File: src/rtl/csi_rx_lane_deskew.sv
// CSI-2 RX lane deskew: per-lane delay lines, taps locked on the first
// all-lane-valid word and held until packet_done.
module csi_rx_lane_deskew #(
  parameter int NUM_LANE = 2,
  parameter int MAX_SKEW = 2,
  localparam int TAP_W = (MAX_SKEW > 0) ? $clog2(MAX_SKEW + 1) : 1
) (
  input  logic                      byte_clock,
  input  logic                      reset,
  input  logic                      enable,
  input  logic                      packet_done,
  input  logic                      wait_for_sync,
  input  logic [NUM_LANE*8-1:0]     byte_in,
  input  logic [NUM_LANE-1:0]       valid_in,
  output logic                      packet_done_out,
  output logic [NUM_LANE*8-1:0]     word_out,
  output logic                      valid_out,
  output logic                      locked,
  output logic [NUM_LANE*TAP_W-1:0] taps_out,
  output logic                      skew_err
);

  typedef enum logic {
    SEARCH,
    LOCKED
  } state_t;

  state_t state_q, state_d;

  logic [MAX_SKEW:0][NUM_LANE*8-1:0] byte_q, byte_d;
  logic [MAX_SKEW:0][NUM_LANE-1:0]   vld_q, vld_d;

  logic [NUM_LANE*TAP_W-1:0] taps_q, taps_d;
  logic [NUM_LANE*8-1:0]     word_q, word_d;
  logic                      valid_q, valid_d;
  logic                      skew_q, skew_d;

  logic [NUM_LANE*TAP_W-1:0] tap_new;
  logic [NUM_LANE-1:0]       full_lane;
  logic                      lock_ok;
  logic                      skew_cond;

  // Tap = run of valids behind stage 0; a lane saturating the whole line
  // while another lane is still idle means skew beyond MAX_SKEW.
  always_comb begin
    logic             run;
    logic [TAP_W-1:0] cnt;
    tap_new   = '0;
    full_lane = '0;
    for (int i = 0; i < NUM_LANE; i++) begin
      run = 1'b1;
      cnt = '0;
      for (int k = 1; k <= MAX_SKEW; k++) begin
        run = run & vld_q[k][i];
        cnt = cnt + TAP_W'(run);
      end
      tap_new[i*TAP_W +: TAP_W] = cnt;
      full_lane[i] = 1'b1;
      for (int k = 0; k <= MAX_SKEW; k++) begin
        full_lane[i] = full_lane[i] & vld_q[k][i];
      end
    end
  end

  assign lock_ok   = &vld_q[0];
  assign skew_cond = (MAX_SKEW > 0) && (state_q == SEARCH) &&
                     !lock_ok && (|full_lane);

  always_comb begin
    state_d = state_q;
    byte_d  = byte_q;
    vld_d   = vld_q;
    taps_d  = taps_q;
    word_d  = word_q;
    valid_d = valid_q;
    skew_d  = skew_q;
    if (enable) begin
      byte_d[0] = byte_in;
      vld_d[0]  = valid_in;
      for (int k = 1; k <= MAX_SKEW; k++) begin
        byte_d[k] = byte_q[k-1];
        vld_d[k]  = vld_q[k-1];
      end
      for (int i = 0; i < NUM_LANE; i++) begin
        word_d[i*8 +: 8] = byte_q[taps_q[i*TAP_W +: TAP_W]][i*8 +: 8];
      end
      valid_d = (state_q == LOCKED);
      skew_d  = skew_cond;
      unique case (state_q)
        SEARCH: begin
          if (lock_ok && wait_for_sync) begin
            state_d = LOCKED;
            taps_d  = tap_new;
          end
        end
        LOCKED: begin
          if (packet_done) begin
            state_d = SEARCH;
          end
        end
        default: state_d = SEARCH;
      endcase
    end
  end

  always_ff @(posedge byte_clock or posedge reset) begin
    if (reset) begin
      state_q <= SEARCH;
      byte_q  <= '0;
      vld_q   <= '0;
      taps_q  <= '0;
      word_q  <= '0;
      valid_q <= 1'b0;
      skew_q  <= 1'b0;
    end else begin
      state_q <= state_d;
      byte_q  <= byte_d;
      vld_q   <= vld_d;
      taps_q  <= taps_d;
      word_q  <= word_d;
      valid_q <= valid_d;
      skew_q  <= skew_d;
    end
  end

  assign packet_done_out = packet_done | (enable & skew_cond);
  assign word_out        = word_q;
  assign valid_out       = valid_q;
  assign locked          = (state_q == LOCKED);
  assign taps_out        = taps_q;
  assign skew_err        = skew_q;

endmodule

File: config.mk
export PLATFORM = sky130hd
export DESIGN_NAME = csi_rx_lane_deskew
export DESIGN_NICKNAME = d
export VERILOG_FILES = /design/src/rtl/csi_rx_lane_deskew.sv
export SDC_FILE = /design/constraint.sdc
export NUM_CORES = 1
export LEC_CHECK = 0
export CORE_UTILIZATION = 49
export CTS_CLUSTER_SIZE = 30
export DETAILED_ROUTE_END_ITERATION = 8
export PLACE_DENSITY = 0.78
export REMOVE_ABC_BUFFERS = 1
export SYNTH_ARGS = -nofsm -noshare
export SYNTH_HDL_FRONTEND = slang
export SYNTH_SLANG_ARGS = --single-unit
File: constraint.sdc
create_clock -name byte_clock -period 2.98 [get_ports byte_clock]
set_input_delay 0.894 -clock byte_clock [delete_from_list [all_inputs] [get_ports byte_clock]]
set_output_delay 0.894 -clock byte_clock [all_outputs]
set_load 0.005 [all_outputs]
### Word-level counts from Yosys, hierarchy flattened

Index checks and enable logic that the tools add are counted.

| operators by class | value |
|---|---|
| magnitude comparators | 2 |
| bitwise operators | 9 |
| reductions and logical operators | 7 |
| mux-type cells | 7 |
| add/sub/neg operators | 2 |

Operator list:

| cell | number |
|---|---|
| binary-select mux 16 bit (select 2 bit) | 2 |
| 2-to-1 mux 16 bit | 1 |
| 2-to-1 mux 8 bit | 1 |
| AND 1 bit | 7 |
| less-than comparator 2 x 3 -> 1 bit, second input constant | 2 |
| adder 1 x 1 -> 2 bit | 2 |
| logical AND 1 bit | 3 |
| AND reduction 3 bit | 1 |
| 2-to-1 mux 1 bit | 2 |
| one-hot mux 1 bit (2 select lines) | 1 |
| AND reduction 2 bit | 1 |
| OR reduction 2 bit | 1 |
| zero test 1 bit | 1 |
| NOT 1 bit | 1 |
| bitwise OR 1 bit | 1 |

| storage, ports and cells | value |
|---|---|
| output and inout port bits | 24 |
| flip-flop bits (word level) | 77 |
| input port bits | 23 |
| word-level logic and storage cells | 38 |

### Logic depth before layout (Yosys ltp)

| logic depth | value |
|---|---|
| word-level depth | 6 |
| mapped depth | 5 |
| depth with buffers taken out | 3 |

### Worst setup path after synthesis

OpenSTA, ideal clock, no wires.

| path | value |
|---|---|
| path kind | input to output |
| from | input enable |
| to | output packet_done_out |
| arrival | 1.432 ns |
| data required time | 2.086 ns |
| path slack | 0.654 ns |
| buffers on the path | 2 |
| stages | 3 |
| path through | buf_4 > clkbuf_1 > a21o_1 |

| between the ends | value |
|---|---|
| word-level cells in the longest chain between the ends | 2 |

Ends and longest elaborated chain:

| what | line | text |
|---|---|---|
| start, declared | 10 | `input logic enable,` |
| AND 1 bit | 126 | `assign packet_done_out = packet_done \| (enable & skew_cond);` |
| bitwise OR 1 bit | 126 |  |
| end, declared | 15 | `output logic packet_done_out,` |

No other way between the ends.

### Final worst setup path

| path | value |
|---|---|
| from | input packet_done |
| to | output packet_done_out |

| between the ends | value |
|---|---|
| word-level cells in the longest chain between the ends | 1 |

Ends and longest elaborated chain:

| what | line | text |
|---|---|---|
| start, declared | 11 | `input logic packet_done,` |
| bitwise OR 1 bit | 126 |  |

No other way between the ends.

==> flow_metrics.env <==
export IMPL_worst_path_max_delay_cell="clkdlybuf4s50_1"
export IMPL_yosys_area_top_type="dfrtp_1"
export IMPL_place_hpwl_mm=3.39
export IMPL_timing_hold_ws_ns=0.505
export IMPL_period_minus_slack_ns=2.84
export IMPL_numCtsBuffers=9
export IMPL_synth_distinct_cells=19
export IMPL_drc=6
export IMPL_via_per_inst=5.34
export IMPL_post_cts_buffers=0
export IMPL_max_slew_margin_pct=61.5
export IMPL_fill_cells=505
export IMPL_netlist_instances=249
export IMPL_antenna_cells_inserted=0
export IMPL_crit_path_frequent_cell="clkdlybuf4s50_1"
export IMPL_setup_violations=0
export IMPL_grt_pass1_wl_mm=9.61
export IMPL_drive_above_1_share_pct=31.5
export IMPL_wire_per_inst_um=14.1
export IMPL_power_leakage_nw=1.71
export IMPL_clock_skew_ns=0.00698
export IMPL_synth_area_per_cell_um2=13.2
export IMPL_path_clk_slew_ns=0.06
export IMPL_drv_cap=0
export IMPL_power_density_nw_per_um2=716
export IMPL_cts_tree="yes"
export IMPL_cts_hold_buf=0
export IMPL_critPathCaptureType="primary output"
export IMPL_grt_max_degree=78
export IMPL_fin_area_um2=3980
export IMPL_hold_viol_final=0
export IMPL_ys_ff_latch=77
export IMPL_fmax_mhz=353
export IMPL_crit_chain="clkdlybuf4s50_1 -> a21o_1 -> clkdlybuf4s50_1"
export IMPL_crit_fanout=2
export IMPL_core_area_um2=6420
export IMPL_final_cell_mix="77 x dfrtp_1, 59 x mux2_2, 45 x clkdlybuf4s50_1, 21 x nand2_1"
export IMPL_finalMaxSlewViolations=0
export IMPL_antenna_left=0
export IMPL_rsz0062_at_grt="no"
export IMPL_crit_arrival_ns=1.94
export IMPL_startpoint_type="input pin"
export IMPL_critical_path_max_stage_delay_ns=0.49
export IMPL_nets=321
export IMPL_portBuffers=46
export IMPL_yosysWarnings=0
export IMPL_overflow=0
export IMPL_min_period_over_period_pct=95.2
export IMPL_clock_path_buffers=2
export IMPL_fin_setup_tns_ns=0
export IMPL_run_status="finished, violations left"
export IMPL_synth_top_area_share_pct=58.7
export IMPL_rows=29
export IMPL_synth_area_leaders="dfrtp_1 59%, mux2_2 20%, mux2i_1 4.6%, a31oi_1 3.0%, or2_2 2.5%"
export IMPL_routabilityCongestion=0.707
export IMPL_antenna_found_initial=0
export IMPL_dieArea_um2=7030
export IMPL_area_growth_pct=21.3
export IMPL_floorplan_initialDensity_pct=51.1
export IMPL_ys_seq_area_share_pct=58.7
export IMPL_htreeDepth=3
export IMPL_violations="design-rule violations"
export IMPL_layout_commonest_cell="dfrtp_1"
export IMPL_peakVddDrop_mv=0.433
export IMPL_io_pins=47
export IMPL_hp_class="flop to flop"
export IMPL_required_ns=2.09
export IMPL_drtIter0Drc=48
export IMPL_first_global_vias=2125
export IMPL_dr_pass1_iters=6
export IMPL_dieWidth_um=83.9
export IMPL_clkLatencyLatePin_ns=0.34
export IMPL_cts_resized_gates=0
export IMPL_grt_use_total_pct=17.5
export IMPL_via_count=2022
export IMPL_synth_area_um2=3280
export IMPL_dpl_instance_area_um2=3820
export IMPL_cts_root_buf="clkbuf_8"
export IMPL_criticalPathCategory="input pin to primary output"
export IMPL_wl_mm=5.35
export IMPL_die_y_um=83.9
export IMPL_cts_sinks=77
export IMPL_tightest_slew_ns=0.576
cell type report:
| type | instances | area, µm² | share of cell area [%] |
|---|---|---|---|
| Timing Repair Buffer | 52 | 515 | 12.9 |
| Inverter | 3 | 11.3 | 0.283 |
| Multi-Input combinational cell | 155 | 1270 | 32.0 |
| Clock inverter | 2 | 10.0 | 0.251 |
| Sequential cell | 77 | 1930 | 48.4 |
| Tap cell | 77 | 96.3 | 2.42 |
| Clock buffer | 13 | 149 | 3.74 |
final timing paths:
check,start,to,slack (ns),cells past startpoint
setup / recovery,packet_done,packet_done_out,0.14,3
hold / removal,byte_q[33],byte_q[33],0.50,1
setup reg to reg,taps_out[1],word_out[5],1.53,4
hold reg to reg,byte_q[33],byte_q[33],0.50,1
max in group asynchronous,reset,byte_q[7],1.72,3
min in group asynchronous,reset,byte_q[8],0.94,3
registers in the layout, summed over array words and instances (netlist names):
signal,flops
vld_q,6
taps_out,4
byte_q,48
word_out,16
valid_out,1
skew_err,1
locked,1
cells in the mapped netlist:
cell type and n:
buf_2 7, a21oi_1 1, clkbuf_1 4, a21o_1 1, mux2_4 2, buf_4 3, dfrtp_1 77, a31oi_1 16
and2b_1 2, nor2_1 16, nor2b_1 3, inv_1 3, nand4b_1 2, mux2_2 59, nand2_1 21, nand4_4 1
nand3b_1 3, or2_2 13, mux2i_1 15
layer usage:
metal  wire length [µm]  GRT usage [%]  up-vias
met5                  0              0        -
met4                 39           4.23        0
met3                293           7.02        6
met2               2660           29.6       43
met1               2350           20.8     1012
li1                   -              -      961
through the flow:
step	std cells	power (mW)	worst slack, ns	util, %
after CTS	379	2.89	0.142	62.0
after global routing	379	3.03	0.107	62.0
after detailed placement	364	2.23	0.146	59.5
after floorplan	235	1.83	0.119	-
final	379	2.85	0.144	62.0
after global placement	364	2.20	0.148	59.5
cell families after synthesis:
group / Yosys count / share of synthesized area (%)
AOI/OAI and AO/OA: 18 / 3.43
buffers and inverters: 17 / 2.55
DFF: 77 / 58.7
muxes: 76 / 25.7
and+or+nand+nor: 61 / 9.60
worst max-delay path: cells and delay by family:
kind | cells | cell delay, ns
compound gates | 1 | 0.08
buf+inv | 2 | 0.97
power by group:
| group | total [mW] | switching, mW | leakage (nW) | internal [mW] |
|---|---|---|---|---|
| clock network | 0.653 | 0.335 | 0.0833 | 0.319 |
| logic | 0.808 | 0.308 | 0.720 | 0.499 |
| registers | 1.39 | 0.136 | 0.906 | 1.25 |
(Power assumes the default switching activity.)
